`src/rtl/rl_fifo_pkg.sv`:
```
// rtl/rl_fifo_pkg.sv - shared constants and helpers for the 1R1W FIFO controller
package rl_fifo_pkg;

   localparam int OB_DEPTH = 2;

   // Total words held: RAM depth plus the output buffer that hides RAM read latency.
   function automatic int fifo_capacity(input int abits);
      return (2 ** abits) + OB_DEPTH;
   endfunction

endpackage

```
`src/rtl/rl_fifo_ob.sv`:
```
// rtl/rl_fifo_ob.sv - two-entry output buffer with RAM read-data bypass
module rl_fifo_ob
   import rl_fifo_pkg::*;
#(
   parameter int DBITS = 32
) (
   input  logic             clk,
   input  logic             rstn,
   input  logic             clr,
   input  logic             cap_valid,
   input  logic [DBITS-1:0] cap_data,
   output logic [DBITS-1:0] m_data,
   output logic             m_valid,
   input  logic             m_ready,
   output logic [1:0]       ob_cnt
);

   logic [DBITS-1:0] e0, e1;
   logic             pop;

   // With the buffer empty, a word arriving from the RAM is presented directly.
   assign m_valid = (ob_cnt != 2'd0) | cap_valid;
   assign m_data  = (ob_cnt != 2'd0) ? e0 : (cap_valid ? cap_data : '0);
   assign pop     = m_valid & m_ready;

   always_ff @(posedge clk) begin
      if (!rstn || clr) begin
         ob_cnt <= 2'd0;
         e0     <= '0;
         e1     <= '0;
      end else begin
         case (ob_cnt)
            2'd0: begin
               if (cap_valid && !pop) begin
                  e0     <= cap_data;
                  ob_cnt <= 2'd1;
               end
            end
            2'd1: begin
               if (pop && cap_valid) begin
                  e0 <= cap_data;
               end else if (pop) begin
                  ob_cnt <= 2'd0;
               end else if (cap_valid) begin
                  e1     <= cap_data;
                  ob_cnt <= 2'd2;
               end
            end
            default: begin
               if (pop) begin
                  e0 <= e1;
                  if (cap_valid) e1 <= cap_data;
                  else           ob_cnt <= 2'd1;
               end
            end
         endcase
      end
   end

endmodule

```
`src/rtl/rl_ram_1r1w.sv`:
```
// rtl/rl_ram_1r1w.sv - one-read one-write RAM with registered read data
module rl_ram_1r1w #(
   parameter int ABITS      = 4,
   parameter int DBITS      = 32,
   parameter     TECHNOLOGY = "GENERIC"
) (
   input  logic                 clk,
   input  logic                 rstn,
   input  logic                 we,
   input  logic [ABITS-1:0]     waddr,
   input  logic [DBITS-1:0]     din,
   input  logic [DBITS/8-1:0]   be,
   input  logic                 re,
   input  logic [ABITS-1:0]     raddr,
   output logic [DBITS-1:0]     dout
);

   logic [DBITS-1:0] mem [2**ABITS];

   always_ff @(posedge clk) begin
      if (we) begin
         for (int b = 0; b < DBITS/8; b++) begin
            if (be[b]) mem[waddr][b*8 +: 8] <= din[b*8 +: 8];
         end
      end
   end

   // Hard macros have no output reset; only the generic model clears dout.
   always_ff @(posedge clk) begin
      if (!rstn && TECHNOLOGY == "GENERIC") dout <= '0;
      else if (re)                          dout <= mem[raddr];
   end

endmodule

```
`src/rtl/rl_fifo_1r1w_ctrl.sv`:
```
// rtl/rl_fifo_1r1w_ctrl.sv - FWFT FIFO controller sequencing a 1R1W RAM with read prefetch
module rl_fifo_1r1w_ctrl
   import rl_fifo_pkg::*;
#(
   parameter int ABITS      = 4,
   parameter int DBITS      = 32,
   parameter int AFULL_LVL  = 2**ABITS,
   parameter int AEMPTY_LVL = 1,
   parameter     TECHNOLOGY = "GENERIC"
) (
   input  logic             clk,
   input  logic             rstn,
   input  logic             clr,
   input  logic [DBITS-1:0] s_data,
   input  logic             s_valid,
   output logic             s_ready,
   output logic [DBITS-1:0] m_data,
   output logic             m_valid,
   input  logic             m_ready,
   output logic [ABITS+1:0] count,
   output logic             empty,
   output logic             full,
   output logic             almost_full,
   output logic             almost_empty
);

   localparam int CW = ABITS + 2;
   localparam logic [CW-1:0] AF_L = CW'(AFULL_LVL);
   localparam logic [CW-1:0] AE_L = CW'(AEMPTY_LVL);

   logic [ABITS:0]   wptr, rptr, wptr_n, rptr_n, ram_cnt, ram_cnt_n;
   logic             rd_pend, re, we, push, pop;
   logic [1:0]       ob_cnt;
   logic [2:0]       ob_need;
   logic [CW-1:0]    count_n;
   logic [DBITS-1:0] ram_dout;

   assign push    = s_valid & s_ready;
   assign pop     = m_valid & m_ready;
   assign we      = push & rstn & ~clr;
   assign ram_cnt = wptr - rptr;

   // Buffer slots still claimed after this cycle; prefetch only while one is free.
   // ram_cnt uses the registered wptr, so a word is never read in its write cycle.
   assign ob_need = {1'b0, ob_cnt} + {2'b00, rd_pend} - {2'b00, pop};
   assign re      = !clr && (ram_cnt != '0) && (ob_need < 3'(OB_DEPTH));

   assign wptr_n    = wptr + {{ABITS{1'b0}}, push};
   assign rptr_n    = rptr + {{ABITS{1'b0}}, re};
   assign ram_cnt_n = wptr_n - rptr_n;
   assign count_n   = {1'b0, ram_cnt_n} + CW'(re) + CW'(ob_need);

   always_ff @(posedge clk) begin
      if (!rstn || clr) begin
         wptr         <= '0;
         rptr         <= '0;
         rd_pend      <= 1'b0;
         s_ready      <= 1'b1;
         count        <= '0;
         empty        <= 1'b1;
         full         <= 1'b0;
         almost_full  <= (AF_L == '0);
         almost_empty <= 1'b1;
      end else begin
         wptr         <= wptr_n;
         rptr         <= rptr_n;
         rd_pend      <= re;
         s_ready      <= !ram_cnt_n[ABITS];
         count        <= count_n;
         empty        <= (count_n == '0);
         full         <= ram_cnt_n[ABITS];
         almost_full  <= (count_n >= AF_L);
         almost_empty <= (count_n <= AE_L);
      end
   end

   rl_ram_1r1w #(
      .ABITS      (ABITS),
      .DBITS      (DBITS),
      .TECHNOLOGY (TECHNOLOGY)
   ) u_ram (
      .clk   (clk),
      .rstn  (rstn),
      .we    (we),
      .waddr (wptr[ABITS-1:0]),
      .din   (s_data),
      .be    ({(DBITS/8){1'b1}}),
      .re    (re),
      .raddr (rptr[ABITS-1:0]),
      .dout  (ram_dout)
   );

   rl_fifo_ob #(
      .DBITS (DBITS)
   ) u_ob (
      .clk       (clk),
      .rstn      (rstn),
      .clr       (clr),
      .cap_valid (rd_pend),
      .cap_data  (ram_dout),
      .m_data    (m_data),
      .m_valid   (m_valid),
      .m_ready   (m_ready),
      .ob_cnt    (ob_cnt)
   );

endmodule

```
`config.mk`:
```
export PLATFORM = sky130hd
export DESIGN_NAME = rl_fifo_1r1w_ctrl
export DESIGN_NICKNAME = d
export VERILOG_FILES = /design/src/rtl/rl_fifo_pkg.sv /design/src/rtl/rl_fifo_ob.sv /design/src/rtl/rl_ram_1r1w.sv /design/src/rtl/rl_fifo_1r1w_ctrl.sv
export SDC_FILE = /design/constraint.sdc
export NUM_CORES = 1
export LEC_CHECK = 0
export ABC_CLOCK_PERIOD_IN_PS = 8500
export CAP_MARGIN = 0
export CORE_ASPECT_RATIO = 0.8
export CORE_MARGIN = 2
export CORE_UTILIZATION = 45
export DETAILED_ROUTE_END_ITERATION = 8
export DONT_BUFFER_PORTS = 1
export GPL_ROUTABILITY_DRIVEN = 0
export PLACE_DENSITY = 0.61
export REMOVE_ABC_BUFFERS = 1
export SLEW_MARGIN = 20
export SYNTH_ARGS = -nofsm -noshare
export SYNTH_HDL_FRONTEND = slang
export SYNTH_HIERARCHICAL = 1
export SYNTH_SLANG_ARGS = --single-unit
```
`constraint.sdc`:
```
create_clock -name clk -period 8.5 [get_ports clk]
set_input_delay 1.7 -clock clk [delete_from_list [all_inputs] [get_ports clk]]
set_output_delay 1.7 -clock clk [all_outputs]
set_load 0.005 [all_outputs]
```
==> implementation parameters <==
Parameter                              Value

Status
  Outcome ... complete, no violations

Pwr
  Overall power after layout ... 6.11 mW
  Share of total power in combinational logic ... 2.1%
  Net Switching ... 1.22 mW
  Internal portion of total power ... 4.89 mW
  Portion of total power attributed to sequential cells ... 55.3%
  Relative contribution of the clock network to total power ... 42.6%
  Power Dens Cells ... 216 nW/um^2
  Net Sw Frac ... 20.0%
  Leakage power ... 8.52 nW
  Max rail drop VDD ... 157 uV

Finish
  Diodes inserted ... 0
  Most common cell after layout, fill and taps aside ... edfxtp_1
  Number of nets in the layout ... 1861
  Layout cell share with drive strength beyond 1 ... 8.20%
  Final design area excluding fillers ... 28300 sq um
  Total of fill cells in the finished design ... 4805
  Area Overhead vs Synth ... 8.77%
  Leading cell types in the layout, fill and taps excluded ... 512 x edfxtp_1, 321 x mux2i_1, 242 x nand2_1, 117 x dfxtp_1, 109 x nand3_1
  Area taken by multi-input logic gates ... 7420 sq um
  Register Area ... 17800 sq um

Timing
  Clock Skews ... 0.0248 ns
  Setup repair after global routing missed its margin ... no
  Maximum clock frequency ... 0.181 GHz
  Final TNS setup ... 0 ns
  Slew margin rel. ... 18.5%
  Share of the cycle needed by the critical path after routing ... 65.2%
  Post-layout minimum cycle time ... 5.54 ns
  Worst Slack Setup Final ... 2.96 ns
  Final Max Tran Viols ... 0
  Number of hold violations in the final report ... 0
  # setup viols final ... 0
  Worst-margin pin slew ... 1.22 ns

GRT
  Maximum number of pins on one net before global-route repair ... 147
  Overall track demand over capacity in global routing ... 20.5%
  Vias in the first global route ... 14331
  Gr ovfl total ... 0
  Antenna violations before repair ... 0
  Wire length of the first global-routing pass ... 91200 microns

Clocking
  Clock insertion delay at the later pin of the skew report ... 0.62 ns
  Number of buffers inserted for hold repair after clock tree synthesis ... 0
  Clock root buffer ... clkbuf_16
  Number of buffers created by CTS ... 60
  Number of H-tree branching levels ... 2
  Cells resized by post-CTS repair ... 0
  Post-CTS clock slew at the launch and capture registers of the worst setup and hold paths ... 0.07 ns
  Buffers inserted by post-CTS timing repair ... 0
  Clock Tree Buf Depth ... 3
  Clock tree from TritonCTS ... built
  Total number of clock tree sinks ... 632

Place
  HPWL after detailed placement ... 36300 microns
  Port Buf Inserts ... 0
  Post-placement setup slack ... 2.49 ns
  Placed cell area ... 26300 sq um

Logic synthesis
  Post-synth design cell area ... 26000 sq um
  Warnings, synthesis ... 6
  Flip-flop cell with the highest count after synthesis ... edfxtp_1
  Average instance area after synthesis ... 14.1 sq um
  Synthesized instance count ... 1840
  Synth cell types ... 52
  Number of synthesized register bits ... 632
  Sequential element share of the synthesized area ... 68.4%
  EDFF count, synth ... 512
  Fraction of synthesis flops using an asynchronous set or reset pin ... 0%

Critical path
  Buf/Inv on CP ... 5
  Data arrival at the endpoint of the critical path ... 6.06 ns
  List of cells traversed by the critical path ... or3_1 > and2_1 > ha_1 > inv_1 > ha_1 > inv_1 > fa_1 > inv_1 > nor3_1 > o21ai_0 > inv_1 > ha_1 > ha_1 > fa_1 > inv_1 > ha_1 > nor2b_1 > o21ai_0 > nand2b_1 > xnor2_1 > and3_1 > a31o_1
  Longest individual stage delay on the worst path ... 0.96 ns
  Cell with the largest stage delay on the worst path ... dfxtp_2
  Data required time at the worst endpoint ... 9.02 ns
  Worst setup SP type ... register
  Family with the most delay on the worst path ... adder cells
  Cell count along the critical path ... 22
  Number of cells on the worst reg-to-reg path ... 22
  Worst-path fanout max ... 41
  Critical Path End Type ... register
  Kind of critical path ... reg -> reg

Floorplan
  Area of the core ... 56900 sq um
  Die height ... 219 microns
  Number of core rows ... 78
  Area of the die ... 59700 sq um
  Number of top-level design ports ... 81
  Initial core utilization ... 45.7%
  Overall die width ... 273 microns

Hold path
  Path class of the lowest-slack min-delay path ... reg -> reg
  Worst hold stages ... 2

Drt
  First-pass iteration count of the detailed router ... 5
  Routed Antenna Nets ... 0
  Vias after detailed routing ... 14821
  Via density ... 5.67
  Aggregate routed wire length ... 61000 microns
  Wire per inst ... 23.3 microns
  DRC violation count after routing ... 0
  First DRT Iteration DRCs ... 1089

Flow run
  Max-cap violations ... 0
## per-layer routing
| metal | GRT usage [%] | part of all wire [%] |
|---|---|---|
| met1 | 31.0 | 47 |
| met2 | 29.3 | 43 |
| met3 | 4.31 | 7.5 |
| met4 | 6.58 | 2.6 |
| met5 | 0 | 0 |
## registers in the layout, summed over array words and instances, names as in the netlist
name          flops
almost_empty      1
almost_full       1
count             6
empty             1
full              1
rd_pend           1
rptr              5
s_ready           1
u_ob/e0          32
u_ob/e1          32
u_ob/ob_cnt       2
u_ram/dout       32
u_ram/mem       512
wptr              5
## worst min-delay path, stage by stage (launching register included)
cell and delay, ns:
dfxtp_1 0.31, nand2_1 0.05, mux2i_1 0.05
## per-stage QoR
stage / std cells / utilization [%] / hold slack (ns)
6_report: 2614 / 49.7 / 0.459
5_1_grt: 2614 / 49.7 / 0.473
4_1_cts: 2614 / 49.7 / 0.462
3_5_place_dp: 2502 / 46.3 / 0.451
3_3_place_gp: 2502 / 46.3 / 0.442
2_1_floorplan: 1726 / - / 0.434
## kinds of logic after synthesis
group	count (synthesis)	share of synthesized area, %
XOR/XNOR	18	0.664
adder cells (fa/ha/maj)	20	1.08
multiplexers	321	12.4
AND/OR/NAND/NOR	503	8.59
other	1	0.0144
AO/OA/AOI/OAI	210	5.62
buffers and inverters	135	3.27
flip-flops	632	68.4
## synth_stat cells (2+ instances only)
cell type  number  share of area (%)
a21oi_1        70                1.3
nand2_1       242                3.5
fa_1            4               0.31
ha_1           16               0.77
nand3_1       109                2.1
buf_1           3              0.043
and2_1          7               0.17
xnor2_1        10               0.34
nor2_1         82                1.2
mux2i_1       321                 12
buf_6          18               0.78
o21ai_1         2              0.039
nor4_1         32               0.77
nor2b_1        13               0.31
edfxtp_1      512                 59
or3_1           2              0.048
buf_12          8               0.62
nand2b_1        4              0.096
a211oi_2       30                1.4
buf_2          14               0.27
clkbuf_1       59               0.85
a211oi_1        2              0.058
a22oi_1        64                1.8
buf_4          12               0.35
xor2_1          6               0.20
dfxtp_1       120                9.2
inv_1          18               0.26
o21a_1          2              0.058
o21ai_0        35               0.67
## path summary, 6_finish.rpt
kind	endpoint	from	slack, ns
min	u_ob/e1[15]	u_ob/e1[15]	0.46
max reg2reg	empty	rd_pend	2.96
min reg2reg	u_ob/e1[15]	u_ob/e1[15]	0.46
max	empty	rd_pend	2.96
## power by group through the flow
stage | combinational, mW | clock [mW] | sequential [mW]
floorplan | 0.0834 | 0 | 3.44
global route | 0.139 | 2.78 | 3.38
detailed placement | 0.126 | 0 | 3.45
global placement | 0.124 | 0 | 3.45
CTS | 0.127 | 2.66 | 3.38
finish | 0.127 | 2.61 | 3.38
## area by class of cell
class | instances | share of cell area [%]
Clock buffer | 91 | 6.16
Clock inverter | 21 | 0.602
Inverter | 18 | 0.239
Multi-Input combinational cell | 1076 | 26.3
Sequential cell | 632 | 62.9
Tap cell | 760 | 3.36
Timing Repair Buffer | 16 | 0.469
(Power assumes the default switching activity.)
